File: src/rtl/hash_arbiter_if.sv
// Hash-core side bundle of the hash arbiter. The master modport is the
// arbiter, the slave modport is the hash memory interface it feeds.
interface hash_arbiter_if #(
  parameter int IO_WIDTH   = 32,
  parameter int ADDR_WIDTH = 10
);
  logic                  o_hash_start;
  logic [31:0]           o_hash_input_length;
  logic [31:0]           o_hash_output_length;
  logic [IO_WIDTH-1:0]   o_hash_data_in;
  logic                  o_hash_data_out_ready;
  logic                  o_hash_force_done;
  logic [ADDR_WIDTH-1:0] i_hash_addr;
  logic                  i_hash_rd_en;
  logic [IO_WIDTH-1:0]   i_hash_data_out;
  logic                  i_hash_data_out_valid;
  logic                  i_hash_force_done_ack;

  modport master (
    output o_hash_start, o_hash_input_length, o_hash_output_length,
           o_hash_data_in, o_hash_data_out_ready, o_hash_force_done,
    input  i_hash_addr, i_hash_rd_en, i_hash_data_out,
           i_hash_data_out_valid, i_hash_force_done_ack
  );

  modport slave (
    input  o_hash_start, o_hash_input_length, o_hash_output_length,
           o_hash_data_in, o_hash_data_out_ready, o_hash_force_done,
    output i_hash_addr, i_hash_rd_en, i_hash_data_out,
           i_hash_data_out_valid, i_hash_force_done_ack
  );
endinterface

File: src/rtl/hash_arbiter.sv
// Round-robin arbiter sharing one hash core among NUM_REQ requesters.
// One job at a time: IDLE picks a winner, START fires the core for one
// cycle, BUSY routes the winner's data until force_done is acknowledged.
module hash_arbiter #(
  parameter int NUM_REQ    = 3,
  parameter int IO_WIDTH   = 32,
  parameter int ADDR_WIDTH = 10
) (
  input  logic                        i_clk,
  input  logic                        i_rst,
  input  logic [NUM_REQ-1:0]          i_req,
  input  logic [NUM_REQ*32-1:0]       i_req_input_length,
  input  logic [NUM_REQ*32-1:0]       i_req_output_length,
  input  logic [NUM_REQ*IO_WIDTH-1:0] i_req_data_in,
  input  logic [NUM_REQ-1:0]          i_req_data_out_ready,
  input  logic [NUM_REQ-1:0]          i_req_force_done,
  output logic [NUM_REQ-1:0]          o_gnt,
  output logic [ADDR_WIDTH-1:0]       o_req_addr,
  output logic [NUM_REQ-1:0]          o_req_rd_en,
  output logic [IO_WIDTH-1:0]         o_req_data_out,
  output logic [NUM_REQ-1:0]          o_req_data_out_valid,
  output logic [NUM_REQ-1:0]          o_req_done,
  hash_arbiter_if.master              hash
);

  localparam int IDX_W = (NUM_REQ > 1) ? $clog2(NUM_REQ) : 1;

  typedef enum logic [1:0] {
    ST_IDLE  = 2'd0,
    ST_START = 2'd1,
    ST_BUSY  = 2'd2
  } state_t;

  state_t              state_r, state_nxt_s;
  logic [NUM_REQ-1:0]  gnt_r;
  logic [IDX_W-1:0]    gnt_idx_r;
  logic [IDX_W-1:0]    last_gnt_r;
  logic [31:0]         in_len_r, out_len_r;
  logic                start_r;
  logic [NUM_REQ-1:0]  done_r;
  logic [IDX_W:0]      pick_s;
  logic                win_found_s;
  logic [IDX_W-1:0]    win_idx_s;
  logic [NUM_REQ-1:0]  win_onehot_s;
  logic [IO_WIDTH-1:0] data_in_s;
  logic                data_out_ready_s;
  logic                force_done_s;
  logic                finish_s;

  // Round-robin pick: nearest requester above 'last' (wrapping) wins.
  // Scans from the farthest candidate down so the nearest one overwrites.
  function automatic logic [IDX_W:0] rr_pick(input logic [NUM_REQ-1:0] req,
                                              input logic [IDX_W-1:0]   last);
    logic [IDX_W:0]   res;
    logic [IDX_W-1:0] cand_idx;
    int               cand;
    res = '0;
    for (int i = NUM_REQ - 1; i >= 0; i--) begin
      cand = int'(last) + 1 + i;
      if (cand >= NUM_REQ) cand = cand - NUM_REQ;
      else                 cand = cand;
      cand_idx = cand[IDX_W-1:0];
      if (req[cand_idx]) res = {1'b1, cand_idx};
      else               res = res;
    end
    return res;
  endfunction

  assign pick_s       = rr_pick(i_req, last_gnt_r);
  assign win_found_s  = pick_s[IDX_W];
  assign win_idx_s    = pick_s[IDX_W-1:0];
  assign win_onehot_s = {{(NUM_REQ-1){1'b0}}, 1'b1} << win_idx_s;
  assign finish_s     = (state_r == ST_BUSY) & force_done_s & hash.i_hash_force_done_ack;

  // State register.
  always_ff @(posedge i_clk) begin
    if (i_rst) state_r <= ST_IDLE;
    else       state_r <= state_nxt_s;
  end

  // Next-state logic.
  always_comb begin
    state_nxt_s = state_r;
    case (state_r)
      ST_IDLE: begin
        if (win_found_s) state_nxt_s = ST_START;
        else             state_nxt_s = ST_IDLE;
      end
      ST_START: state_nxt_s = ST_BUSY;
      ST_BUSY: begin
        if (finish_s) state_nxt_s = ST_IDLE;
        else          state_nxt_s = ST_BUSY;
      end
      default: state_nxt_s = ST_IDLE;
    endcase
  end

  // Per-state routing of the granted requester to the hash core.
  always_comb begin
    data_in_s        = '0;
    data_out_ready_s = 1'b0;
    force_done_s     = 1'b0;
    case (state_r)
      ST_START: data_in_s = i_req_data_in[int'(gnt_idx_r)*IO_WIDTH +: IO_WIDTH];
      ST_BUSY: begin
        data_in_s        = i_req_data_in[int'(gnt_idx_r)*IO_WIDTH +: IO_WIDTH];
        data_out_ready_s = i_req_data_out_ready[gnt_idx_r];
        force_done_s     = i_req_force_done[gnt_idx_r];
      end
      default: begin
        data_in_s        = '0;
        data_out_ready_s = 1'b0;
        force_done_s     = 1'b0;
      end
    endcase
  end

  // Grant, latched lengths, start/done pulses and round-robin pointer.
  always_ff @(posedge i_clk) begin
    if (i_rst) begin
      gnt_r      <= '0;
      gnt_idx_r  <= '0;
      last_gnt_r <= IDX_W'(NUM_REQ - 1);
      in_len_r   <= 32'd0;
      out_len_r  <= 32'd0;
      start_r    <= 1'b0;
      done_r     <= '0;
    end else begin
      start_r <= (state_r == ST_IDLE) && win_found_s;
      if (finish_s) done_r <= gnt_r;
      else          done_r <= '0;
      case (state_r)
        ST_IDLE: begin
          if (win_found_s) begin
            gnt_r     <= win_onehot_s;
            gnt_idx_r <= win_idx_s;
            in_len_r  <= i_req_input_length[32*int'(win_idx_s) +: 32];
            out_len_r <= i_req_output_length[32*int'(win_idx_s) +: 32];
          end else begin
            gnt_r <= '0;
          end
        end
        ST_START: last_gnt_r <= gnt_idx_r;
        ST_BUSY: begin
          if (finish_s) gnt_r <= '0;
          else          gnt_r <= gnt_r;
        end
        default: gnt_r <= '0;
      endcase
    end
  end

  assign o_gnt                      = gnt_r;
  assign o_req_done                 = done_r;
  assign o_req_addr                 = hash.i_hash_addr;
  assign o_req_data_out             = hash.i_hash_data_out;
  assign o_req_rd_en                = {NUM_REQ{hash.i_hash_rd_en}} & gnt_r;
  assign o_req_data_out_valid       = {NUM_REQ{hash.i_hash_data_out_valid}} & gnt_r;
  assign hash.o_hash_start          = start_r;
  assign hash.o_hash_input_length   = in_len_r;
  assign hash.o_hash_output_length  = out_len_r;
  assign hash.o_hash_data_in        = data_in_s;
  assign hash.o_hash_data_out_ready = data_out_ready_s;
  assign hash.o_hash_force_done     = force_done_s;

endmodule

File: src/flat_wrapper.sv
// flat-port wrapper written by rule: the top's interface ports become plain ports
module hash_arbiter_flat 
#(
  parameter int NUM_REQ    = 3,
  parameter int IO_WIDTH   = 32,
  parameter int ADDR_WIDTH = 10
)
  (i_clk, i_rst, i_req, i_req_input_length, i_req_output_length, i_req_data_in, i_req_data_out_ready, i_req_force_done, o_gnt, o_req_addr, o_req_rd_en, o_req_data_out, o_req_data_out_valid, o_req_done, hash_o_hash_start, hash_o_hash_input_length, hash_o_hash_output_length, hash_o_hash_data_in, hash_o_hash_data_out_ready, hash_o_hash_force_done, hash_i_hash_addr, hash_i_hash_rd_en, hash_i_hash_data_out, hash_i_hash_data_out_valid, hash_i_hash_force_done_ack);
  hash_arbiter_if #(.IO_WIDTH(IO_WIDTH), .ADDR_WIDTH(ADDR_WIDTH)) hash_i ();
  input  logic i_clk;
  input  logic i_rst;
  input  logic [NUM_REQ-1:0] i_req;
  input  logic [NUM_REQ*32-1:0] i_req_input_length;
  input  logic [NUM_REQ*32-1:0] i_req_output_length;
  input  logic [NUM_REQ*IO_WIDTH-1:0] i_req_data_in;
  input  logic [NUM_REQ-1:0] i_req_data_out_ready;
  input  logic [NUM_REQ-1:0] i_req_force_done;
  output logic [NUM_REQ-1:0] o_gnt;
  output logic [ADDR_WIDTH-1:0] o_req_addr;
  output logic [NUM_REQ-1:0] o_req_rd_en;
  output logic [IO_WIDTH-1:0] o_req_data_out;
  output logic [NUM_REQ-1:0] o_req_data_out_valid;
  output logic [NUM_REQ-1:0] o_req_done;
  output wire logic [$bits(hash_i.o_hash_start)-1:0] hash_o_hash_start;
  output wire logic [$bits(hash_i.o_hash_input_length)-1:0] hash_o_hash_input_length;
  output wire logic [$bits(hash_i.o_hash_output_length)-1:0] hash_o_hash_output_length;
  output wire logic [$bits(hash_i.o_hash_data_in)-1:0] hash_o_hash_data_in;
  output wire logic [$bits(hash_i.o_hash_data_out_ready)-1:0] hash_o_hash_data_out_ready;
  output wire logic [$bits(hash_i.o_hash_force_done)-1:0] hash_o_hash_force_done;
  input wire logic [$bits(hash_i.i_hash_addr)-1:0] hash_i_hash_addr;
  input wire logic [$bits(hash_i.i_hash_rd_en)-1:0] hash_i_hash_rd_en;
  input wire logic [$bits(hash_i.i_hash_data_out)-1:0] hash_i_hash_data_out;
  input wire logic [$bits(hash_i.i_hash_data_out_valid)-1:0] hash_i_hash_data_out_valid;
  input wire logic [$bits(hash_i.i_hash_force_done_ack)-1:0] hash_i_hash_force_done_ack;
  assign hash_o_hash_start = hash_i.o_hash_start;
  assign hash_o_hash_input_length = hash_i.o_hash_input_length;
  assign hash_o_hash_output_length = hash_i.o_hash_output_length;
  assign hash_o_hash_data_in = hash_i.o_hash_data_in;
  assign hash_o_hash_data_out_ready = hash_i.o_hash_data_out_ready;
  assign hash_o_hash_force_done = hash_i.o_hash_force_done;
  assign hash_i.i_hash_addr = hash_i_hash_addr;
  assign hash_i.i_hash_rd_en = hash_i_hash_rd_en;
  assign hash_i.i_hash_data_out = hash_i_hash_data_out;
  assign hash_i.i_hash_data_out_valid = hash_i_hash_data_out_valid;
  assign hash_i.i_hash_force_done_ack = hash_i_hash_force_done_ack;
  hash_arbiter #(.NUM_REQ(NUM_REQ), .IO_WIDTH(IO_WIDTH), .ADDR_WIDTH(ADDR_WIDTH)) u_core (.i_clk(i_clk), .i_rst(i_rst), .i_req(i_req), .i_req_input_length(i_req_input_length), .i_req_output_length(i_req_output_length), .i_req_data_in(i_req_data_in), .i_req_data_out_ready(i_req_data_out_ready), .i_req_force_done(i_req_force_done), .o_gnt(o_gnt), .o_req_addr(o_req_addr), .o_req_rd_en(o_req_rd_en), .o_req_data_out(o_req_data_out), .o_req_data_out_valid(o_req_data_out_valid), .o_req_done(o_req_done), .hash(hash_i));
endmodule
File: config.mk
export PLATFORM = sky130hd
export DESIGN_NAME = hash_arbiter_flat
export DESIGN_NICKNAME = d
export VERILOG_FILES = /design/src/rtl/hash_arbiter_if.sv /design/src/rtl/hash_arbiter.sv /design/src/flat_wrapper.sv
export SDC_FILE = /design/constraint.sdc
export NUM_CORES = 1
export LEC_CHECK = 0
export CAP_MARGIN = 10
export CORE_AREA = 3 3 194 196
export CTS_CLUSTER_SIZE = 24
export DETAILED_ROUTE_END_ITERATION = 8
export DIE_AREA = 0 0 197 199
export PLACE_DENSITY_LB_ADDON = 0.25
export REMOVE_ABC_BUFFERS = 1
export SLEW_MARGIN = 20
export SYNTH_ARGS = -nofsm -noshare
export SYNTH_HDL_FRONTEND = slang
export SYNTH_SLANG_ARGS = --single-unit
File: constraint.sdc
create_clock -name i_clk -period 6.85 [get_ports i_clk]
set_input_delay 1.0275 -clock i_clk [delete_from_list [all_inputs] [get_ports i_clk]]
set_output_delay 1.0275 -clock i_clk [all_outputs]
set_load 0.1 [all_outputs]
After elaboration in Yosys (flattened, before gate mapping)
Cells that the tools add are included.

storage, ports and cells
  bits in registers = 77
  output and inout port bits = 153

operators by class
  $add $sub $neg = 6
  order comparisons = 7
  eq/ne operators = 3
  shift operators = 4
  mux-type cells = 25
  bitwise logic cells = 6
  reduce and logical (&&, ||, !) cells = 6

operators by type and width
  kind                 count
  $shiftx 96x8->32     3
  $ge 32x3->1 const B  1
  $mux 32              1
  $mux 3               5
  $lt 2x3->1 const B   4
  $bmux 1 s2           5
  $pmux 3 s3           1
  $mux 1               8
  $mux 2               4
  $and 3x3->3          2
  $pmux 2 s3           1
  $sub 2x1->2 const B  3
  $add 3x1->4 const B  1
  $add 3x2->4 const B  1
  $ge 4x2->1 const B   1
  $reduce_and 2->1     2
  $reduce_or 2->1      2
  $add 2x1->3 const B  1
  $ge 3x2->1 const B   1
  $shl 1x2->3 const A  1
  $and 1x1->1          2
  $eq 2x1->1 const B   1
  $eq 2x2->1 const B   1
  $logic_not 2->1      1
  other kinds (3)      4

Depth between registers and ports, before layout
Gate-level depths: netlist of run 1.

  word-level depth = 12
  mapped depth = 11
  mapped depth without buffers = 7

Least setup slack after synthesis of run 1
Ideal clock, no wire load.

  kind = reg2out
  start point = reg u_core.state_r[0]
  end point = out hash_o_hash_data_in[10]
  arrival time = 2.475 ns
  path slack = 3.348 ns
  cell stages (with the launch flop) = 5
  buffers on the path = 1
  cells stage by stage = dfxtp_1 inv_1 ha_1 clkbuf_1 and2_1

between the ends
  cells in the longest elaborated chain, start to end = 3

RTL lines
  what                                      line                 RTL
  start: declaration                        hash_arbiter.sv:34   state_t state_r, state_nxt_s;
  start signal: assignment                  hash_arbiter.sv:78   else state_r <= state_nxt_s;
  $eq 2x1->1 or $eq 2x2->1 (tied branches)  hash_arbiter.sv:103  case (state_r)
  $reduce_or 2->1 (no source line) *        --
  $mux 32 *                                 --
  end: declaration                          flat_wrapper.sv:27   output wire logic [$bits(hash_i.o_hash_data_in)-1:0] hash_o_hash_data_in;

Mark *: on every way between the ends. The rest lies on a longest branch, timed or not.

Worst setup path after layout of run 1
  start point = in i_req_data_in[84]
  end point = out hash_o_hash_data_in[20]

between the ends
  cells in the longest elaborated chain, start to end = 2

RTL lines
  what                line                                      RTL
  start: declaration  flat_wrapper.sv:15                        input logic [NUM_REQ*IO_WIDTH-1:0] i_req_data_in;
  $shiftx 96x8->32    hash_arbiter.sv:104, hash_arbiter.sv:106
  $mux 32             --

No other way between the ends.

==> summary.md, run 1 <==
| Metric | Value |
|---|---|
| # Post-CTS Setup Buffers | 0 |
| Total Routing Usage GR | between 10% and 20% |
| Worst hold path stage count | 2 |
| Number of global-route vias before repair | 6208 |
| Endpoint of the lowest-slack register-to-register path | u_core.hash.o_hash_output_length[30]$_SDFFE_PP0P_ |
| FF-to-FF setup slack | between 3 and 4 ns |
| Beginning of the worst register-to-register path | u_core.last_gnt_r[0]$_SDFFE_PP0N_ |
| Overall die area | between 30000 and 40000 um2 |
| Final routed DRC violation total | 0 |
| Leakage power figure | 3.34 nW |
| Cts hold-fix bufs | 0 |
| Final weighted congestion in routability-driven placement | around 0.74 |
| Boundary pin count | approximately 500 |
| Worst Hold Endpoint | u_core.gnt_idx_r[1]$_SDFFE_PP0P_ |
| Status | complete, no violations |
| Total Neg Setup Slack | 0 ns |
| Remaining number of nets flagged by the antenna check after routing | 0 |
| Number of synthesized register bits | 76 |
| Detailed-route vias per instance | approximately 4.3 |
| Overflow after GRT | 0 |
| Fill count | around 4000 |
| VDD IR max | approximately 160 uV |
| Setup Crit Path Kind | in -> out |
| Required time worst endpoint | 5.82 ns |
| Maximum number of pins on one net before global-route repair | 67 |
| Final instance area | 9820 um2 |
| Total count of hold-check failures in the final report | 0 |
| Final setup violating endpoints | 0 |
| Via count | 6240 |
| Maximum fanout along the worst path | 1 |
| RSZ-0062 raised after global routing | false |
| Clock-pin slew reported for the worst setup and hold paths after clock tree synthesis | roughly 0.060 ns |
| Minimum setup slack after placement | about 2.5 ns |
| Minimum period implied by the final worst setup slack | 4.26 ns |
| Endpoint class of the critical path | output pin |
| Tightest slew margin relative to the limit | ~28% |
| R2r worst-path depth | 8 |
| Proportion of synthesized chip area in sequential cells | 28.6% |
| Number of antenna violations at the first check in global routing | 0 |
| Number of standard cells after synthesis | 655 |
| Worst clock skew | 0.00764 ns |
| Number of DRC markers after the initial detailed-route iteration | about 190 |
| Number of unique standard cell types used by synthesis | 33 |
| Share of layout cells above drive strength 1 | 7.82% |
| Fraction of the core area covered by cells at the end of the flow | a little over a quarter |
| CTS sink count | 76 |
| Clock tree root driver cell | sky130_fd_sc_hd__clkbuf_16 |
| Row Count | 70 |
| Clk Latency, worst-skew pair | between 0.3 and 0.4 ns |
| Core ar. | between 30000 and 40000 um2 |
| Design Power | 4.46 mW |
| TritonCTS Buffers | 9 |
| CTS H-tree lvls | 3 |
| Detailed-router iteration count before antenna repair | 6 |
| CTS tree | built |
| Setup ws final | roughly 2.6 ns |
| Maximum Capacitance Violations | 0 |
| Die width | just under 200 um |
| Slew at the pin closest to its max-slew limit | ~1.1 ns |
| Clk buf depth | 2 |
| Wire length of the first global-routing pass | between 30000 and 40000 um |
| Post-layout nets | roughly 1300 |
| Total power density per cell area | 455 nW/um2 |
| Total of warnings raised by yosys | 0 |
| Fmax achieved | roughly 0.23 GHz |
| Starting Density | about 15% |
| Count of cells resized by post-cts repair | 0 |
| Total Wirelength | 28100 um |
| Crit share post-route | between 60 and 70% |
| Type of origin of the critical path | primary input |
| Data arrival time at the worst-slack endpoint | 3.23 ns |
| Avg Cell Area, Syn | 8.12 um2 |
| Class of the worst hold path | reg -> reg |
| Diodes inserted | 0 |
| Detail-routed net length per standard cell | just under 20 um |
| Start point of the worst min-delay path | u_core.gnt_idx_r[1]$_SDFFE_PP0P_ |
| Hpwl dp | 21400 um |
| Placed Area | around 9500 um2 |
| Pins Over Slew Limit | 0 |
| Number of port buffers | about 410 |
| Layout overhead on the synthesized area | 84.5% |
| Floorplan die height | approximately 200 um |
| Synthesized cell area | between 5000 and 6000 um2 |
[synth_stat cells]
cell                        instances  share of area [%]
sky130_fd_sc_hd__a21oi_1            5               0.47
sky130_fd_sc_hd__a21oi_2            1               0.16
sky130_fd_sc_hd__a22oi_1           65                9.2
sky130_fd_sc_hd__a311oi_2          39                 11
sky130_fd_sc_hd__a31o_2             1               0.16
sky130_fd_sc_hd__a31oi_1           26                3.1
sky130_fd_sc_hd__and2_1            42                4.9
sky130_fd_sc_hd__and2_4             1               0.16
sky130_fd_sc_hd__and3_1             1               0.12
sky130_fd_sc_hd__buf_1              4               0.28
sky130_fd_sc_hd__buf_2             11                1.0
sky130_fd_sc_hd__buf_4             44                6.2
sky130_fd_sc_hd__buf_6              7                1.5
sky130_fd_sc_hd__clkbuf_1          43                3.0
sky130_fd_sc_hd__dfxtp_1           76                 29
sky130_fd_sc_hd__ha_1               6                1.4
sky130_fd_sc_hd__inv_1             11               0.78
sky130_fd_sc_hd__mux2_4             1               0.28
sky130_fd_sc_hd__mux2i_1           38                7.1
sky130_fd_sc_hd__nand2_1           42                3.0
sky130_fd_sc_hd__nand2b_1           4               0.47
sky130_fd_sc_hd__nand3_1           68                6.4
sky130_fd_sc_hd__nand4_1            3               0.35
sky130_fd_sc_hd__nand4b_1           1               0.16
sky130_fd_sc_hd__nor2_1            45                3.2
sky130_fd_sc_hd__nor2b_1            3               0.35
sky130_fd_sc_hd__o2111ai_1          1               0.16
sky130_fd_sc_hd__o211ai_1           2               0.28
sky130_fd_sc_hd__o21ai_0           58                5.5
sky130_fd_sc_hd__o21ai_1            3               0.28
sky130_fd_sc_hd__o22ai_1            1               0.12
sky130_fd_sc_hd__o311ai_0           1               0.16
sky130_fd_sc_hd__o31a_1             1               0.16
[cell usage in the layout (no fill, tap or decap), types with 2 or more instances in the layout]
cell,instances
sky130_fd_sc_hd__a21oi_1,5
sky130_fd_sc_hd__a22oi_1,65
sky130_fd_sc_hd__a311oi_2,39
sky130_fd_sc_hd__a31oi_1,26
sky130_fd_sc_hd__and2_1,42
sky130_fd_sc_hd__buf_4,12
sky130_fd_sc_hd__clkbuf_16,9
sky130_fd_sc_hd__clkdlybuf4s50_1,410
sky130_fd_sc_hd__dfxtp_1,75
sky130_fd_sc_hd__ha_1,6
sky130_fd_sc_hd__inv_1,11
sky130_fd_sc_hd__mux2i_1,38
sky130_fd_sc_hd__nand2_1,41
sky130_fd_sc_hd__nand2b_1,4
sky130_fd_sc_hd__nand3_1,68
sky130_fd_sc_hd__nand4_1,3
sky130_fd_sc_hd__nor2_1,45
sky130_fd_sc_hd__nor2b_1,2
sky130_fd_sc_hd__o211ai_1,2
sky130_fd_sc_hd__o21ai_0,58
sky130_fd_sc_hd__o21ai_1,3
[registers in the layout (all words and copies together), names as in the netlist]
register	flops
u_core.hash.o_hash_input_length	32
u_core.hash.o_hash_output_length	32
u_core.o_gnt	3
u_core.o_req_done	3
u_core.gnt_idx_r	2
u_core.last_gnt_r	2
u_core.state_r	2
[kinds of logic (layout without fill, tap and decap cells)]
kind of cell / count (synthesis) / after routing / synth area share, %
AND/OR/NAND/NOR: 210 / 210 / 19.1
AO/OA/AOI/OAI: 204 / 204 / 30.7
buffers and inverters: 120 / 450 / 12.8
flip-flops: 76 / 76 / 28.6
multiplexers: 39 / 39 / 7.43
adder cells (fa/ha/maj): 6 / 6 / 1.41
[area by class of cell]
class	instances	area (um2)	area share, %
Multi-Input combinational cell	459	3150	32.1
Inverter	11	41.3	0.421
Clock buffer	10	239	2.43
Sequential cell	76	1520	15.5
Timing Repair Buffer	424	4220	43.0
Clock inverter	5	60.1	0.612
Tap cell	468	586	5.96
[worst max-delay path by stage]
stage | slack [ns] | cells past startpoint | endpoint | startpoint
final | 2.59 | 5 | hash_o_hash_data_in[20] | i_req_data_in[84]
after global routing | 2.43 | 4 | hash_o_hash_data_in[20] | u_core.state_r[0]$_SDFF_PP0_
after CTS | 2.54 | 7 | hash_o_hash_data_in[20] | u_core.gnt_idx_r[1]$_SDFFE_PP0P_
after detailed placement | 2.54 | 5 | hash_o_hash_data_in[20] | i_req_data_in[84]
after global placement | 2.53 | 5 | hash_o_hash_data_in[20] | i_req_data_in[84]
after floorplan | 0.46 | 5 | u_core.hash.o_hash_input_length[0]$_SDFFE_PP0P_ | i_req[0]
[power by group]
part,leakage (nW),internal (mW),switching (mW)
clock,0.145,0.292,0.210
sequential,0.630,0.603,0.0853
combinational,2.57,0.859,2.41
[metal layers]
metal	track usage, %	vias to the layer above	wire length, um	part of all wire (%)
li1	-	3009	-	-
met5	1.48	-	37	0.13
met2	23.3	346	13400	48
met3	6.18	14	3280	12
met1	14.9	2869	11100	39
met4	2.67	2	242	0.86
[critical path: stages]
cell and delay (ns):
sky130_fd_sc_hd__clkdlybuf4s50_1 0.46, sky130_fd_sc_hd__mux2i_1 0.06, sky130_fd_sc_hd__o21ai_0 0.31, sky130_fd_sc_hd__and2_1 0.21, sky130_fd_sc_hd__clkdlybuf4s50_1 1.15
[through the flow]
step	cells	hold WS (ns)
after global routing	1453	0.510
after detailed placement	1438	0.470
after floorplan	546	0.499
after CTS	1453	0.486
after global placement	1438	0.467
final	1453	0.481
No activity file was read; power rests on OpenSTA's default activity.
==> inputs of run 2 (changes only) <==
--- a/config.mk
+++ b/config.mk
@@ -6,10 +6,10 @@
 export NUM_CORES = 1
 export LEC_CHECK = 0
 export CAP_MARGIN = 10
-export CORE_AREA = 3 3 194 196
+export CORE_AREA = 3 3 190 192
 export CTS_CLUSTER_SIZE = 24
 export DETAILED_ROUTE_END_ITERATION = 8
-export DIE_AREA = 0 0 197 199
+export DIE_AREA = 0 0 193 195
 export PLACE_DENSITY_LB_ADDON = 0.25
 export REMOVE_ABC_BUFFERS = 1
 export SLEW_MARGIN = 20
==> constraint.sdc (replaced) <==
create_clock -name i_clk -period 3.6 [get_ports i_clk]
set_input_delay 0.54 -clock i_clk [delete_from_list [all_inputs] [get_ports i_clk]]
set_output_delay 0.54 -clock i_clk [all_outputs]
set_load 0.1 [all_outputs]
==> run 2 against run 1 <==
Net effect:
- via count up 1.7%
- non-clock buffer count up 5
- sequential power up 93%
- first-iteration DRC count up 1.1%
- clock skew up 0.0039 ns
- hold slack better by 0.042 ns
- clock power up 100%
- setup slack worse by 1.8 ns
- register-to-register slack worse by 2.7 ns
- core utilization up 2.3 points
- largest power group unchanged
- critical path depth up 3
- wire length up 4.0%
==> summary.md, run 2 (synthesis gave the netlist of run 1 again) <==
| Metric | Value |
|---|---|
| Type of origin of the critical path | flip-flop |
| Crit share post-route | between 70% and 80% |
| Share of layout cells above drive strength 1 | 12.5% (+4.7 points) |
| Number of antenna violations at the first check in global routing | 0 (unchanged) |
| Total Routing Usage GR | 14.5% (+1.1 points) |
| Fraction of the core area covered by cells at the end of the flow | 29.4% (+2.3 points) |
| # Post-CTS Setup Buffers | 0 (unchanged) |
| Detailed-route vias per instance | 4.39 (+2.3%) |
| RSZ-0062 raised after global routing | false |
| Number of port buffers | 412 (unchanged) |
| Cts hold-fix bufs | 0 (unchanged) |
| Maximum Capacitance Violations | 0 (unchanged) |
| CTS sink count | 76 (unchanged) |
| Layout overhead on the synthesized area | 90.9% |
| Worst hold slack | 0.524 ns (+0.0423 ns) |
| Clock tree root driver cell | sky130_fd_sc_hd__clkbuf_16 |
| Total count of hold-check failures in the final report | 0 (unchanged) |
| Slew at the pin closest to its max-slew limit | 1.06 ns (-0.00998 ns) |
| Total Neg Setup Slack | 0 ns (unchanged) |
| Required time worst endpoint | 3.86 ns (-1.96 ns) |
| Tightest slew margin relative to the limit | 29.1% (+0.67 points) |
| Data arrival time at the worst-slack endpoint | 3.08 ns (-0.15 ns) |
| Remaining number of nets flagged by the antenna check after routing | 0 (unchanged) |
| CTS H-tree lvls | 3 (unchanged) |
| Final setup violating endpoints | 0 (unchanged) |
| Maximum number of pins on one net before global-route repair | 72 (+7.5%) |
| Endpoint class of the critical path | flip-flop |
| R2r worst-path depth | 8 (unchanged) |
| Final routed DRC violation total | 0 (unchanged) |
| Starting Density | 15.4% (+0.73 points) |
| Die width | 193 um (-2.0%) |
| Number of DRC markers after the initial detailed-route iteration | 187 (+1.1%) |
| Worst hold path stage count | 2 (unchanged) |
| TritonCTS Buffers | 9 (unchanged) |
| Hpwl dp | 22400 um (+4.9%) |
| Core ar. | 34500 um2 (-4.7%) |
| Number of global-route vias before repair | 6421 (+3.4%) |
| Worst clock skew | 0.0116 ns (+0.00392 ns) |
| Floorplan die height | 195 um (-2.0%) |
| Diodes inserted | 0 (unchanged) |
| Count of cells resized by post-cts repair | 0 (unchanged) |
| Commonest cells after routing, fill and taps aside | sky130_fd_sc_hd__clkdlybuf4s50_1 (368), sky130_fd_sc_hd__dfxtp_1 (75), sky130_fd_sc_hd__nand3_1 (68) |
| Most common library cell in the layout ignoring fill and taps | sky130_fd_sc_hd__clkdlybuf4s50_1 |
| Row Count | 68 (-2.9%) |
| Clk buf depth | 2 (unchanged) |
| Overflow after GRT | 0 (unchanged) |
| Overall die area | 37600 um2 (-4.0%) |
| Minimum period implied by the final worst setup slack | ~2.8 ns |
| Endpoint of the lowest-slack register-to-register path | u_core.hash.o_hash_input_length[5]$_SDFFE_PP0P_ |
| Maximum fanout along the worst path | 42 (+41) |
| Via count | 6347 (+1.7%) |
| Detailed-router iteration count before antenna repair | 4 (-2) |
| Leakage power figure | 3.56 nW (+6.4%) |
| Total power density per cell area | 880 nW/um2 (+93%) |
| Class of the worst hold path | reg -> reg |
| Detail-routed net length per standard cell | 20.2 um (+4.6%) |
| Clock-pin slew reported for the worst setup and hold paths after clock tree synthesis | 0.07 ns (about the same) |
| Post-layout nets | 1336 (+0.38%) |
| Final weighted congestion in routability-driven placement | 0.776 (+4.9%) |
| Fmax achieved | around 0.35 GHz |
| FF-to-FF setup slack | 0.78 ns (-2.72 ns) |
| Wire length of the first global-routing pass | 41300 um (+4.1%) |
| Boundary pin count | 497 (unchanged) |
| Setup Crit Path Kind | reg -> reg |
| Total Wirelength | 29200 um (+4.0%) |
| Status | complete, no violations |
| Worst Hold Endpoint | u_core.hash.o_hash_output_length[17]$_SDFFE_PP0P_ |
| Start point of the worst min-delay path | u_core.hash.o_hash_output_length[17]$_SDFFE_PP0P_ |
| Design Power | 8.94 mW (+100%) |
| VDD IR max | 526 uV (+230%) |
| CTS tree | built |
| Clk Latency, worst-skew pair | 0.35 ns (about the same) |
| Beginning of the worst register-to-register path | u_core.last_gnt_r[0]$_SDFFE_PP0N_ |
| Pins Over Slew Limit | 0 (unchanged) |
## run 2: cell types whose count changed in the layout (fill, tap and decap cells not counted)
cell	delta
sky130_fd_sc_hd__clkdlybuf4s50_1	-42
sky130_fd_sc_hd__clkinvlp_4	-1
sky130_fd_sc_hd__bufinv_16	+1
sky130_fd_sc_hd__buf_12	+33
sky130_fd_sc_hd__clkbuf_8	-1
sky130_fd_sc_hd__clkinv_2	+1
sky130_fd_sc_hd__buf_4	+14
## run 2: worst max path at each step
stage	start	endpoint	slack, ns	cells after the start
2_1_floorplan	u_core.last_gnt_r[0]$_SDFFE_PP0N_	u_core.hash.o_hash_input_length[0]$_SDFFE_PP0P_	-2.48	6
3_3_place_gp	i_req[0]	u_core.hash.o_hash_output_length[25]$_SDFFE_PP0P_	0.84	7
3_5_place_dp	i_req[0]	u_core.hash.o_hash_output_length[22]$_SDFFE_PP0P_	0.79	7
4_1_cts	u_core.gnt_idx_r[0]$_SDFFE_PP0P_	hash_o_hash_data_in[21]	0.68	6
5_1_grt	u_core.last_gnt_r[0]$_SDFFE_PP0N_	u_core.hash.o_hash_output_length[9]$_SDFFE_PP0P_	0.58	8
6_report	u_core.last_gnt_r[0]$_SDFFE_PP0N_	u_core.hash.o_hash_input_length[5]$_SDFFE_PP0P_	0.78	8
## run 2: layout make-up
type                    count  area, um2
multi-input cells         459       3150
well taps                 455        569
repair buffers            429       4560
clock buffers               9        225
fillers                  3660      24400
clock inverters             6       87.6
flip-flops and latches     76       1520
inverters                  11       41.3
## run 2: per-layer routing
metal  routed length [um]  up-vias  track usage, %
li1                     -     3020               -
met1                11500     2951            16.4
met2                13800      361            25.1
met3                 3710       15            6.46
met4                  242        0            2.73
met5                    0        -           0.928
## run 2: where the power goes
group          switching (mW)  internal, mW
Clock                   0.413         0.606
Sequential              0.178          1.15
Combinational            4.69          1.91
## run 2: critical path, stage by stage, from the launching register on
cell and delay, ns:
sky130_fd_sc_hd__dfxtp_1 0.43, sky130_fd_sc_hd__inv_1 0.11, sky130_fd_sc_hd__ha_1 0.48, sky130_fd_sc_hd__inv_1 0.12, sky130_fd_sc_hd__o211ai_1 0.36, sky130_fd_sc_hd__a31o_2 0.24
sky130_fd_sc_hd__buf_4 0.44, sky130_fd_sc_hd__nand3_1 0.19, sky130_fd_sc_hd__a311oi_2 0.29
## run 2: metrics by stage
| stage | instances | instance area, um2 | worst slack [ns] |
|---|---|---|---|
| after floorplan | 546 | 4680 | -2.48 |
| after detailed placement | 1430 | 9850 | 0.789 |
| after global routing | 1445 | 10200 | 0.583 |
| after global placement | 1430 | 9850 | 0.841 |
| final | 1445 | 10200 | 0.777 |
| after CTS | 1445 | 10200 | 0.684 |
